**src/rtl/lsu_pkg.sv**
```systemverilog
// Shared LSU definitions: RV32I load/store size codes, FSM states, memory depth.
// Lane alignment helper used by the top-level decode.
package lsu_pkg;

  localparam int unsigned MEM_WORDS_DEFAULT = 256;

  localparam logic [2:0] F3_B  = 3'b000;
  localparam logic [2:0] F3_H  = 3'b001;
  localparam logic [2:0] F3_W  = 3'b010;
  localparam logic [2:0] F3_BU = 3'b100;
  localparam logic [2:0] F3_HU = 3'b101;

  typedef enum logic [1:0] {
    IDLE,
    ACCESS,
    MERGE,
    RESP
  } state_e;

  // Halfwords drop bit 0 and words drop both low bits; bytes keep their lane.
  function automatic logic [1:0] align_offset(input logic [1:0] size, input logic [1:0] off);
    case (size)
      2'b01:   align_offset = {off[1], 1'b0};
      2'b10:   align_offset = 2'b00;
      default: align_offset = off;
    endcase
  endfunction

endpackage

```
**src/rtl/lsu_lane.sv**
```systemverilog
// Combinational lane logic: extracts and extends the addressed byte/halfword of a
// loaded word, and builds the store-merge word from the read-modify-write buffer.
module lsu_lane
  import lsu_pkg::*;
(
  input  logic [2:0]  funct3_i,
  input  logic [1:0]  offset_i,
  input  logic [31:0] word_i,
  input  logic [31:0] buf_i,
  input  logic [15:0] wdata_i,
  output logic [31:0] ldata_o,
  output logic [31:0] merged_o
);

  logic [7:0]  laneByte;
  logic [15:0] laneHalf;

  always_comb begin
    ldata_o  = '0;
    merged_o = buf_i;
    laneByte = word_i[{offset_i, 3'b000} +: 8];
    laneHalf = word_i[{offset_i[1], 4'b0000} +: 16];
    case (funct3_i)
      F3_B: begin
        ldata_o = {{24{laneByte[7]}}, laneByte};
        merged_o[{offset_i, 3'b000} +: 8] = wdata_i[7:0];
      end
      F3_H: begin
        ldata_o = {{16{laneHalf[15]}}, laneHalf};
        merged_o[{offset_i[1], 4'b0000} +: 16] = wdata_i;
      end
      F3_W:    ldata_o = word_i;
      F3_BU:   ldata_o = {24'h0, laneByte};
      F3_HU:   ldata_o = {16'h0, laneHalf};
      default: ldata_o = '0;
    endcase
  end

endmodule

```
**src/rtl/lsu.sv**
```systemverilog
// Load/store unit: one request at a time against a single-port word memory, with
// read-modify-write for SB/SH. Define LSU_MISALIGN_TRAP_EN to trap misaligned H/W.
module lsu
  import lsu_pkg::*;
#(
  parameter int unsigned MEM_WORDS = MEM_WORDS_DEFAULT
) (
  input  logic        clk,
  input  logic        rst_n,
  input  logic        req_valid,
  output logic        req_ready,
  input  logic        req_we,
  input  logic [2:0]  req_funct3,
  input  logic [31:0] req_addr,
  input  logic [31:0] req_wdata,
  output logic        rsp_valid,
  input  logic        rsp_ready,
  output logic [31:0] rsp_rdata,
  output logic        rsp_err,
  output logic        mem_read,
  output logic        mem_write,
  output logic [31:0] mem_addr,
  output logic [31:0] mem_wdata,
  input  logic [31:0] mem_rdata
);

  localparam int unsigned AW = $clog2(MEM_WORDS);

  state_e        state_q, state_d;
  logic          we_q, we_d;
  logic [2:0]    funct3_q, funct3_d;
  logic [AW+1:0] addr_q, addr_d;
  logic [31:0]   wdata_q, wdata_d;
  logic [31:0]   buf_q, buf_d;
  logic [31:0]   rdata_q, rdata_d;
  logic          err_q, err_d;
  logic          valid_q, valid_d;

  logic          illegal, misaligned, accessErr;
  logic [1:0]    offset;
  logic [31:0]   laneData, mergedWord;

  // Only the index bits are kept, so out-of-range addresses alias naturally.
  assign mem_addr  = {{(30 - AW){1'b0}}, addr_q[AW+1:2], 2'b00};
  assign offset    = align_offset(funct3_q[1:0], addr_q[1:0]);
  assign rsp_valid = valid_q;
  assign rsp_rdata = rdata_q;
  assign rsp_err   = err_q;

  always_comb begin
    illegal = we_q ? (funct3_q > F3_W)
                   : !(funct3_q inside {F3_B, F3_H, F3_W, F3_BU, F3_HU});
`ifdef LSU_MISALIGN_TRAP_EN
    misaligned = ((funct3_q[1:0] == 2'b01) && addr_q[0]) ||
                 ((funct3_q[1:0] == 2'b10) && (addr_q[1:0] != 2'b00));
`else
    misaligned = 1'b0;
`endif
    accessErr = illegal || misaligned;
  end

  lsu_lane u_lane (
    .funct3_i (funct3_q),
    .offset_i (offset),
    .word_i   (mem_rdata),
    .buf_i    (buf_q),
    .wdata_i  (wdata_q[15:0]),
    .ldata_o  (laneData),
    .merged_o (mergedWord)
  );

  always_comb begin
    state_d   = state_q;
    we_d      = we_q;
    funct3_d  = funct3_q;
    addr_d    = addr_q;
    wdata_d   = wdata_q;
    buf_d     = buf_q;
    rdata_d   = rdata_q;
    err_d     = err_q;
    valid_d   = 1'b0;
    req_ready = 1'b0;
    mem_read  = 1'b0;
    mem_write = 1'b0;
    mem_wdata = '0;
    case (state_q)
      IDLE: begin
        req_ready = 1'b1;
        if (req_valid) begin
          we_d     = req_we;
          funct3_d = req_funct3;
          addr_d   = req_addr[AW+1:0];
          wdata_d  = req_wdata;
          state_d  = ACCESS;
        end
      end
      ACCESS: begin
        rdata_d = '0;
        err_d   = 1'b0;
        state_d = RESP;
        if (accessErr) begin
          err_d = 1'b1;
        end else if (!we_q) begin
          mem_read = 1'b1;
          rdata_d  = laneData;
        end else if (funct3_q == F3_W) begin
          mem_write = 1'b1;
          mem_wdata = wdata_q;
        end else begin
          mem_read = 1'b1;
          buf_d    = mem_rdata;
          state_d  = MERGE;
        end
      end
      MERGE: begin
        mem_write = 1'b1;
        mem_wdata = mergedWord;
        state_d   = RESP;
      end
      RESP: begin
        // rsp_valid is registered, so it rises one cycle after entering RESP.
        if (valid_q && rsp_ready) begin
          state_d = IDLE;
        end else begin
          valid_d = 1'b1;
        end
      end
      default: state_d = IDLE;
    endcase
  end

  always_ff @(posedge clk or negedge rst_n) begin
    if (!rst_n) begin
      state_q  <= IDLE;
      we_q     <= 1'b0;
      funct3_q <= '0;
      addr_q   <= '0;
      wdata_q  <= '0;
      buf_q    <= '0;
      rdata_q  <= '0;
      err_q    <= 1'b0;
      valid_q  <= 1'b0;
    end else begin
      state_q  <= state_d;
      we_q     <= we_d;
      funct3_q <= funct3_d;
      addr_q   <= addr_d;
      wdata_q  <= wdata_d;
      buf_q    <= buf_d;
      rdata_q  <= rdata_d;
      err_q    <= err_d;
      valid_q  <= valid_d;
    end
  end

endmodule
```
**config.mk**
```make
export PLATFORM = sky130hd
export DESIGN_NAME = lsu
export DESIGN_NICKNAME = d
export VERILOG_FILES = /design/src/rtl/lsu_pkg.sv /design/src/rtl/lsu_lane.sv /design/src/rtl/lsu.sv
export SDC_FILE = /design/constraint.sdc
export NUM_CORES = 1
export LEC_CHECK = 0
export BUFFER_PORTS_ARGS = -buffer_cell sky130_fd_sc_hd__buf_2
export CAP_MARGIN = 20
export CORE_ASPECT_RATIO = 0.6
export CORE_MARGIN = 2
export CORE_UTILIZATION = 53
export DETAILED_ROUTE_END_ITERATION = 10
export PLACE_DENSITY = 0.9
export SETUP_SLACK_MARGIN = 0.5
export SLEW_MARGIN = 10
export SYNTH_ARGS = -nofsm -noshare
export SYNTH_HDL_FRONTEND = slang
export SYNTH_HIERARCHICAL = 1
export SYNTH_SLANG_ARGS = --single-unit
```
**constraint.sdc**
```tcl
create_clock -name clk -period 6.54 [get_ports clk]
set_clock_uncertainty 0.05 [all_clocks]
set_input_delay 1.308 -clock clk [delete_from_list [all_inputs] [get_ports clk]]
set_output_delay 1.308 -clock clk [all_outputs]
set_load 0.01 [all_outputs]
```
==> summary.md, run 1 <==
| Metric | Value |
|---|---|
| Most frequent cells in the layout | buf_2 (157), dfrtp_1 (114), nand2_1 (54), mux2_2 (54), nor2_1 (45) |
| Crit Path Max Fanout | 21 |
| Synth top area share | 43.1% |
| Worst EP required | 5180 ps |
| IO Port Bufs | 158 |
| TritonCTS buffer count | 17 |
| Synth Flop Type | dfrtp_1 |
| Clock share of power | between 20% and 30% |
| Fmax achieved | 0.172 GHz |
| Area Overhead vs Synth | 21.5% |
| Outcome | finished clean |
| Crit path from | funct3_q[0] |
| Final nets | 886 |
| Worst hold slack | between 400 and 500 ps |
| Post-DP HPWL | around 13 mm |
| Maxcap violations | 0 |
| Antenna-violating nets left | 0 |
| Number of flops mapped to enable cells by yosys | 0 |
| Setup TNS | 0 ps |
| Unique masters post-synth | 47 |
| Final setup fails | 0 |
| M1 GR Usage | 39.5% |
| Leak | slightly below 4 nW |
| Tcrit/Tclk final | 89.0% |
| Detailed Route WL | 18.6 mm |
| P_int | around 2.7 mW |
| Overflow after GRT | 0 |
| Worst Setup EP | mem_wdata[22] |
| Maximum VDD drop | 346 uV |
| Critical Path AT | 4460 ps |
| Pwr/cell area | roughly 560 nW/um^2 |
| Drt first pass iters | 6 |
| Total global routing track utilization | 28.0% |
| Mapped cell area | 6620 um^2 |
| Number of global-route vias before repair | around 5,400 |
| Final min period | between 5000 and 6000 ps |
| Final Hold Vio Count | 0 |
| Comb pwr share | 46.7% |
| Antenna violations before repair | 4 |
| Sequential fraction of design power | between 20% and 30% |
| CTS tree | built |
| GR Util met3 | roughly 9.2% |
| Area occupied by multi-input gates | 3270 um^2 |
| Commonest non-fill, non-tap cell in the layout | buf_2 |
| Hold buffer count at CTS | 0 |
| Reg area | 2850 um^2 |
| Yosys Warn Count | 6 |
| Post-synthesis register bit count | between 100 and 150 |
| Post-route cell area | 8040 um^2 |
| Largest area contributor in the netlist | dfrtp_1 |
| Clock latency on the worst-skew pair | 410 ps |
| Area contributors post-synth | dfrtp_1 (43%), mux2_2 (9.2%), mux2_4 (6.8%) |
| Hold path startpoint | addr_q[3] |
| Post-synthesis cell count | between 600 and 700 |
| R2R depth | 9 |
| Worst reg2reg startpoint | funct3_q[0] |
| Dpl ws | 1290 ps |
| Worst Hold Class | reg2reg |
| CP Class | reg2out |
| P_sw | 1.76 mW |
| Layout cell share with drive strength beyond 1 | 37.3% |
| RSZ-0062 raised after global routing | false |
| Avg Vias per Cell | ~6 |
| Post-DP Area | 7330 um^2 |
| Layout fillers | ~940 |
| Drt wl/cell | 19.6 um |
| Slew Viols, Final | 0 |
| CTS Sinks | 114 |
| Die H | 90.6 um |
| FF-to-FF End | rsp_rdata[1] |
| R2R setup slack | 3210 ps |
| Switch share | 39.1% |
| Clk root buf | clkbuf_16 |
| Largest net degree at the start of global routing | 74 |
| Worst-path clk slew | approximately 50 ps |
| Die width | 148 um |
| Gpl congestion | 0.973 |
| 1st-iter DRT viols | 520 |
| Avg Cell Area, Syn | 10.4 um^2 |
| Worst Tran Pin Value | between 1000 and 1500 ps |
| CTS Buffer Depth | 2 |
| Rel. slew slack | 27.3% |
| I/O pin count | 205 |
| DRC violations left | 0 |
| Total power | 4.51 mW |
| Fraction of registers with async set/reset | 100% |
| Core region area | roughly 12,000 um^2 |
| Sequential fraction of the synthesis area | a little over two fifths |
| First-pass GRT wire length | 29.2 mm |
| Met2 usage | 40.4% |
| Via count | approximately 5,600 |
| Final worst slack | 718 ps |
| Row count | 31 |
| Die area | 13,400 um^2 |
| Initial cell density of the core | between 50% and 60% |
| Critical path launch point type | flop |
| Crit end category | output pin |
| H-tree levels | 4 |
| Global routing's busiest layer | met2 |
## logic make-up (layout without fill, tap and decap cells)
| group | Yosys count | count (layout) | share of synthesized area, % |
|---|---|---|---|
| and+or+nand+nor | 152 | 152 | 11.6 |
| other | 1 | 26 | 0.0567 |
| buffers and inverters | 114 | 240 | 8.92 |
| muxes | 90 | 90 | 16.9 |
| DFF | 114 | 114 | 43.1 |
| adders and majority gates | 12 | 12 | 2.27 |
| AOI/OAI and AO/OA | 151 | 151 | 17.1 |
## power by group through the flow
| stage | clock, mW | combinational, mW | sequential [mW] |
|---|---|---|---|
| 6_report | 1.07 | 2.11 | 1.33 |
| 5_1_grt | 1.11 | 2.28 | 1.37 |
| 4_1_cts | 1.08 | 2.07 | 1.32 |
| 3_5_place_dp | 0 | 2.04 | 1.32 |
| 3_3_place_gp | 0 | 1.98 | 1.30 |
| 2_1_floorplan | 0 | 1.59 | 1.23 |
## registers in the layout (all words and copies together), names as in the netlist
| register | cells |
|---|---|
| buf_q | 32 |
| rsp_rdata | 32 |
| wdata_q | 32 |
| addr_q | 10 |
| funct3_q | 3 |
| state_q | 2 |
| rsp_err | 1 |
| rsp_valid | 1 |
| we_q | 1 |
## worst min-delay path by stage
| stage | end | cells after the start |
|---|---|---|
| after detailed placement | addr_q[3] | 1 |
| after floorplan | addr_q[0] | 1 |
| final | addr_q[3] | 1 |
| after CTS | addr_q[3] | 1 |
| after global routing | addr_q[3] | 1 |
| after global placement | addr_q[3] | 1 |
## Yosys cell counts, types with 3 or more instances
master and n:
mux2i_1 6, clkbuf_1 21, ha_1 12, a221o_1 27, inv_1 41, a22o_1 14
a21oi_1 4, mux2_2 54, a22oi_1 32, and2_1 16, buf_6 3, nor3_1 3
dfrtp_1 114, nor2_1 45, a211o_1 7, buf_4 32, mux2_4 30, buf_2 15
nor2b_1 17, nand2_1 55, o22ai_1 32, o21ai_0 20
## critical path, stage by stage (launching register included)
cell and delay, ps:
dfrtp_1 780, inv_1 170, ha_1 360, a21boi_1 160, buf_4 290, inv_1 170, ha_1 410, nor4bb_1 550
a21oi_1 160, o311ai_0 480, a22oi_1 200, nor2_1 150, buf_2 180
## area by class of cell
class	count	area share, %
multi-input combinational	429	40.7
sequential	114	35.5
timing repair buffer	166	10.8
clock buffer	23	5.94
tap	165	2.57
clock inverter	9	2.49
inverter	42	1.96
antenna	2	0.0622
## stage by stage
step | cells | utilization, %
finish | 950 | 66.4
global route | 949 | 66.4
CTS | 947 | 66.2
global placement | 915 | 60.6
detailed placement | 915 | 60.6
floorplan | 657 | -
## metal layers
layer / share of wire (%) / up-vias
li1: - / 2485
met1: 43 / 2726
met2: 44 / 321
met3: 11 / 43
met4: 2.0 / 4
met5: 0.15 / -
## what timing repair did
action,in CTS,in global routing
setup endpoints to repair,0,2
setup buffers,0,0
gates resized for setup,0,1
Note: power is estimated with default switching activity, not from simulation.
==> run 2, diff against run 1 <==
--- a/config.mk
+++ b/config.mk
@@ -9,9 +9,9 @@
 export CAP_MARGIN = 20
 export CORE_ASPECT_RATIO = 0.6
 export CORE_MARGIN = 2
-export CORE_UTILIZATION = 53
+export CORE_UTILIZATION = 47
 export DETAILED_ROUTE_END_ITERATION = 10
-export PLACE_DENSITY = 0.9
+export PLACE_DENSITY = 0.85
 export SETUP_SLACK_MARGIN = 0.5
 export SLEW_MARGIN = 10
 export SYNTH_ARGS = -nofsm -noshare
==> constraint.sdc (replaced) <==
create_clock -name clk -period 4.9 [get_ports clk]
set_clock_uncertainty 0.05 [all_clocks]
set_input_delay 0.98 -clock clk [delete_from_list [all_inputs] [get_ports clk]]
set_output_delay 0.98 -clock clk [all_outputs]
set_load 0.01 [all_outputs]
==> run 2 against run 1 <==
Net effect:
- first-iteration DRC count decreased by 8.5%
- highest routed layer unchanged
- register-to-register slack got worse by 1200 ps
- global-route usage decreased by 3.4 points
- largest power group unchanged
==> summary.md, run 2 (synthesized netlist as in run 1, its figures left out) <==
| Metric | Value |
|---|---|
| Critical path launch point type | flop |
| Critical path's top delay family | compound AO/OA/AOI/OAI gates |
| Slowest cell delay on critical path | between 400 and 500 ps |
| M1 GR Usage | a little over a third |
| RSZ-0062 raised after global routing | true |
| Final nets | around 890 |
| Die area | 15,100 um^2 |
| CTS Buffer Depth | 2 |
| Leak | approximately 4 nW |
| Tcrit/Tclk final | 89.9% |
| Core region area | 13,700 um^2 |
| Sequential fraction of design power | 28.6% |
| Maximum VDD drop | 364 uV |
| Fmax achieved | 0.227 GHz |
| Hold path startpoint | addr_q[0] |
| Avg Vias per Cell | between 5 and 6 |
| Clock share of power | 22.4% |
| Final min period | approximately 4400 ps |
| CTS Sinks | 114 |
| Detailed Route WL | approximately 18 mm |
| Worst Hold Class | reg2reg |
| Worst Tran Pin Value | between 1000 and 1500 ps |
| 1st-iter DRT viols | 476 |
| Pwr/cell area | between 700 and 800 nW/um^2 |
| DRC violations left | 0 |
| Dpl ws | 795 ps |
| H-tree levels | 4 |
| Row count | 33 |
| Largest net degree at the start of global routing | 70 |
| Number of global-route vias before repair | 5,134 |
| Final Hold Vio Count | 0 |
| Die width | between 150 and 200 um |
| Slew Viols, Final | 0 |
| Initial cell density of the core | a little under 50% |
| Worst-path clk slew | 50 ps |
| Hold buffer count at CTS | 0 |
| P_int | 3.66 mW |
| Gpl congestion | 0.901 |
| P_sw | roughly 2.4 mW |
| Crit end category | output pin |
| Final worst slack | 497 ps |
| TritonCTS buffer count | 17 |
| Outcome | finished clean |
| Post-DP HPWL | 13.1 mm |
| Layout cell share with drive strength beyond 1 | 38.4% |
| Maxcap violations | 0 |
| Antenna violations before repair | 4 |
| Layout fillers | between 1,000 and 1,500 |
| Most frequent cells in the layout | buf_2 (157), dfrtp_1 (114), nand2_1 (54), mux2_2 (54), nor2_1 (44) |
| Met2 usage | 35.7% |
| First-pass GRT wire length | 28.1 mm |
| Sum of buffers and inverters on the critical path | 4 |
| Critical Path AT | 3370 ps |
| Switch share | 39.1% |
| Comb pwr share | 49.0% |
| Ordered cell list for the critical path | buf_6 -> ha_1 -> inv_1 -> a21boi_1 -> inv_1 -> ha_1 -> nor4b_1 -> o21a_2 -> a22o_1 -> a22oi_1 -> nor2_1 -> buf_2 |
| Rel. slew slack | a little over a quarter |
| Crit path from | funct3_q[0] |
| Clk root buf | clkbuf_16 |
| Clock latency on the worst-skew pair | 420 ps |
| Total global routing track utilization | 24.6% |
| Area Overhead vs Synth | 22.8% |
| CTS tree | built |
| I/O pin count | 205 |
| Die H | 95.9 um |
| Worst EP required | 3870 ps |
| Antenna-violating nets left | 0 |
| Worst reg2reg startpoint | state_q[1] |
| Via count | 5,481 |
| Global routing's busiest layer | met2 |
| Final setup fails | 0 |
| Drt first pass iters | 5 |
| Crit Path Max Fanout | 20 |
| GR Util met3 | 8.78% |
| IO Port Bufs | 158 |
| Drt wl/cell | 18.8 um |
| Setup TNS | 0 ps |
| Overflow after GRT | 0 |
| Highest-delay cell along the critical path | nor4b_1 |
| Commonest non-fill, non-tap cell in the layout | buf_2 |
| CP Class | reg2out |
| Total power | between 6 and 7 mW |
run 2: cell types whose count changed in the layout (fill, tap and decap cells not counted), sizes merged:
cell      change
buf           +7
bufinv        -2
clkinv        +3
clkinvlp      -1
run 2: per-layer routing:
metal  part of all wire, %  vias up
li1                      -     2503
met1                    46     2662
met2                    43      279
met3                   9.4       33
met4                   1.3        4
met5                  0.12        -
run 2: final cells by class:
cell class / instances / area [um^2] / share of cell area (%)
multi-input cells: 429 / 3290 / 40.4
flip-flops and latches: 114 / 2850 / 35.1
repair buffers: 173 / 946 / 11.6
clock buffers: 23 / 488 / 6.00
well taps: 192 / 240 / 2.96
inverters: 42 / 158 / 1.94
clock inverters: 9 / 151 / 1.86
diodes: 2 / 5.00 / 0.0616
run 2: through the flow:
step	hold slack, ps	instances	util (%)	instance area [um^2]
detailed placement	438	947	54.0	7400
finish	450	984	59.3	8130
CTS	456	979	58.7	8050
floorplan	421	657	-	6700
global route	467	983	59.3	8130
global placement	434	947	54.0	7400
run 2: worst register-to-register path, stage by stage, from the launching register on:
cell and delay, ps:
dfrtp_1 430, inv_1 110, ha_2 240, buf_4 560
nand2_2 810, mux2_4 560
run 2: path summary, 6_finish.rpt:
check | end | slack [ps] | depth (start not counted)
hold / removal | addr_q[0] | 450 | 1
setup reg to reg | buf_q[24] | 2010 | 5
setup / recovery | mem_wdata[0] | 500 | 12
min in group asynchronous | rsp_rdata[1] | 620 | 1
hold reg to reg | addr_q[0] | 450 | 1
max in group asynchronous | buf_q[30] | 3230 | 2
run 2: repair_timing:
action | 4_1_cts | 5_1_grt
setup endpoints to repair | 8 | 30
setup buffers | 0 | 1
resized for setup | 4 | 6
pin swaps | 0 | 1
run 2: power groups by stage:
| stage | clock [mW] | combinational [mW] | sequential [mW] |
|---|---|---|---|
| floorplan | 0 | 2.13 | 1.65 |
| global placement | 0 | 2.74 | 1.70 |
| detailed placement | 0 | 2.81 | 1.71 |
| CTS | 1.36 | 2.84 | 1.71 |
| global route | 1.41 | 3.20 | 1.76 |
| finish | 1.35 | 2.95 | 1.72 |
==> run 3, diff against run 2 <==
--- a/config.mk
+++ b/config.mk
@@ -5,13 +5,14 @@
 export SDC_FILE = /design/constraint.sdc
 export NUM_CORES = 1
 export LEC_CHECK = 0
+export ABC_AREA = 1
 export BUFFER_PORTS_ARGS = -buffer_cell sky130_fd_sc_hd__buf_2
 export CAP_MARGIN = 20
 export CORE_ASPECT_RATIO = 0.6
 export CORE_MARGIN = 2
-export CORE_UTILIZATION = 47
+export CORE_UTILIZATION = 49
 export DETAILED_ROUTE_END_ITERATION = 10
-export PLACE_DENSITY = 0.85
+export PLACE_DENSITY = 0.86
 export SETUP_SLACK_MARGIN = 0.5
 export SLEW_MARGIN = 10
 export SYNTH_ARGS = -nofsm -noshare
==> run 3 against run 2 <==
Net effect:
- critical path depth increased by 3
- count of clock-buffer cells in the layout decreased by 5
- critical endpoint is now mem_wdata[21]
- highest routed layer unchanged
- via count rose by 45%
- critical path type unchanged
- cell count increased by 56%
- fmax grew 5.0%
- largest power group unchanged
==> summary.md, run 3 <==
| Metric | Value |
|---|---|
| Outcome | finished clean |
| Leak | 5.25 nW |
| Post-Synth XOR/XNOR Area | 0% |
| Sequential fraction of the synthesis area | 36.2% |
| CTS tree | built |
| Antenna violations before repair | 2 |
| Largest net degree at the start of global routing | 65 |
| Hold path startpoint | rsp_rdata[29] |
| Area Overhead vs Synth | 17.8% |
| Worst Hold Depth | 2 |
| I/O pin count | 205 |
| IO Port Bufs | 158 |
| Worst EP required | 3870 ps |
| Commonest non-fill, non-tap cell in the layout | nand2_1 |
| Comb pwr share | 55.0% |
| Worst Hold Class | reg2reg |
| CP most frequent cell | nand2_1 |
| Critical path launch point type | flop |
| Mux share of post-synthesis cell area | 5.86% |
| Worst reg2reg startpoint | funct3_q[0] |
| Final min period | approximately 4200 ps |
| R2R setup slack | 1980 ps |
| Switch share | around half |
| Critical path's top delay family | buffers and inverters |
| Most common cell in the synthesized netlist | nand2_1 |
| R2R depth | 11 |
| Die width | 168 um |
| Tcrit/Tclk final | 85.6% |
| Yosys Warn Count | 6 |
| Maximum VDD drop | 576 uV |
| Total global routing track utilization | 26.5% |
| Final setup fails | 0 |
| Post-synthesis cell count | 1,195 |
| Post-synthesis register bit count | approximately 110 |
| Unique masters post-synth | 26 |
| CTS Buffer Depth | 2 |
| Die area | 17,200 um^2 |
| Slowest cell delay on critical path | roughly 440 ps |
| 1st-iter DRT viols | 680 |
| Post-Synth Adder-Cell Area | approximately 1.9% |
| Core region area | 15,500 um^2 |
| Detailed Route WL | 22.4 mm |
| Crit Path Max Fanout | 10 |
| Initial cell density of the core | between 50% and 60% |
| Row count | 35 |
| Setup TNS | 0 ps |
| Synth Area in Compound Gates | a little under a tenth |
| H-tree levels | 4 |
| Synth Flop Type | dfrtp_1 |
| Crit end category | output pin |
| Avg Vias per Cell | 5.20 |
| Commonest cells in the netlist | nand2_1 (389), nor2_1 (147), inv_1 (128) |
| Final nets | 1,432 |
| CP Class | reg2out |
| Post-Synth Simple-Gate Area | 33.4% |
| Largest family of logic cells by synthesized area | simple AND/OR/NAND/NOR gates |
| P_int | 3.34 mW |
| Die H | roughly 100 um |
| FF-to-FF End | rsp_rdata[13] |
| Fmax achieved | 0.238 GHz |
| Worst-path clk slew | 60 ps |
| Clock latency on the worst-skew pair | 410 ps |
| Rel. slew slack | 36.6% |
| Layout cell share with drive strength beyond 1 | around a fifth |
| Clk root buf | clkbuf_16 |
| Final Hold Vio Count | 0 |
| CTS Sinks | 114 |
| Synth top area share | 36.2% |
| Drt wl/cell | 14.6 um |
| Most frequent cells in the layout | nand2_1 (388), buf_2 (157), nor2_1 (145), inv_1 (127), dfrtp_1 (114) |
| First-pass GRT wire length | 36.0 mm |
| DRC violations left | 0 |
| Post-DP HPWL | 16.3 mm |
| Clock share of power | between 20% and 30% |
| Avg Cell Area, Syn | 6.60 um^2 |
| Non-Filler Instances | 1,532 |
| Sequential fraction of design power | 24.7% |
| Overflow after GRT | 0 |
| Mapped cell area | about 8000 um^2 |
| Gpl congestion | 0.932 |
| Drt first pass iters | 6 |
| Number of flops mapped to enable cells by yosys | 0 |
| Fraction of registers with async set/reset | 100% |
| Worst Tran Pin Value | roughly 950 ps |
| P_sw | between 3 and 4 mW |
| Area contributors post-synth | dfrtp_1 (36%), nand2_1 (19%), nor2_1 (7.0%) |
| Slew Viols, Final | 0 |
| Via count | between 7,000 and 8,000 |
| TritonCTS buffer count | 17 |
| Maxcap violations | 0 |
| Ordered cell list for the critical path | inv_1 -> ha_1 -> nor2_2 -> inv_2 -> ha_4 -> clkinv_2 -> nor2_4 -> buf_4 -> nand2_1 -> nand2_1 -> nand2_1 -> nand2_1 -> nand2_1 -> a21oi_1 -> buf_2 |
| Largest area contributor in the netlist | dfrtp_1 |
| Number of global-route vias before repair | 7,177 |
| Dpl cells | 1,496 |
| Diode count | 0 |
| Pwr/cell area | 696 nW/um^2 |
| Antenna-violating nets left | 0 |
| Hold EP | rsp_rdata[29] |
| Critical Path AT | around 3200 ps |
| Sum of buffers and inverters on the critical path | 5 |
| RSZ-0062 raised after global routing | false |
| Highest-delay cell along the critical path | dfrtp_1 |
## run 3: layout make-up
type	count	area [um^2]
clock buffer	18	439
clock inverter	14	179
fill	1459	6260
inverter	134	504
multi-input combinational	872	4090
sequential	114	2850
tap	203	254
timing repair buffer	177	967
## run 3: through the flow
stage	hold WS, ps	cell area [um^2]	worst slack (ps)	util [%]	total power, mW
floorplan	403	7970	841	-	4.11
global placement	412	8580	787	55.2	4.87
finish	421	9290	705	59.7	6.46
CTS	427	9210	537	59.2	6.31
detailed placement	410	8580	706	55.2	4.96
global route	442	9290	479	59.7	6.99
## run 3: what timing repair did
| action | in CTS | in global routing |
|---|---|---|
| buffers inserted | 0 | 1 |
| hold endpoints to repair | 0 | 0 |
| cloned | 0 | 0 |
| hold buffers | 0 | 0 |
| endpoints found under the setup margin | 16 | 24 |
| pin swaps | 0 | 1 |
| resized for setup | 3 | 6 |
## run 3: worst max path at each step
stage | end | cells past startpoint | slack, ps | start
2_1_floorplan | mem_wdata[17] | 16 | 840 | funct3_q[1]
3_3_place_gp | mem_wdata[18] | 14 | 790 | funct3_q[0]
3_5_place_dp | mem_wdata[18] | 14 | 710 | funct3_q[0]
4_1_cts | mem_wdata[18] | 12 | 540 | funct3_q[0]
5_1_grt | mem_wdata[18] | 14 | 480 | funct3_q[0]
6_report | mem_wdata[21] | 15 | 700 | funct3_q[0]
## run 3: logic make-up after synthesis
family / count (synthesis)
AOI/OAI and AO/OA: 143
adders and majority gates: 12
buffers and inverters: 232
DFF: 114
muxes: 41
other: 1
and+or+nand+nor: 652
## run 3: routing by layer
metal,global-route usage (%),part of all wire (%)
met1,38.6,47
met2,40.0,42
met3,6.35,10
met4,6.29,1.0
met5,0,0.058
## run 3: tightest hold or removal path: stages (launching register included)
cell     delay [ps]
dfrtp_1         340
nand2_1          50
nand2_1          50
## run 3: power groups by stage
stage	Combinational [mW]	Clock, mW	Sequential, mW
3_5_place_dp	3.36	0	1.60
6_report	3.55	1.31	1.60
3_3_place_gp	3.28	0	1.59
2_1_floorplan	2.57	0	1.54
5_1_grt	3.97	1.37	1.64
4_1_cts	3.40	1.32	1.59
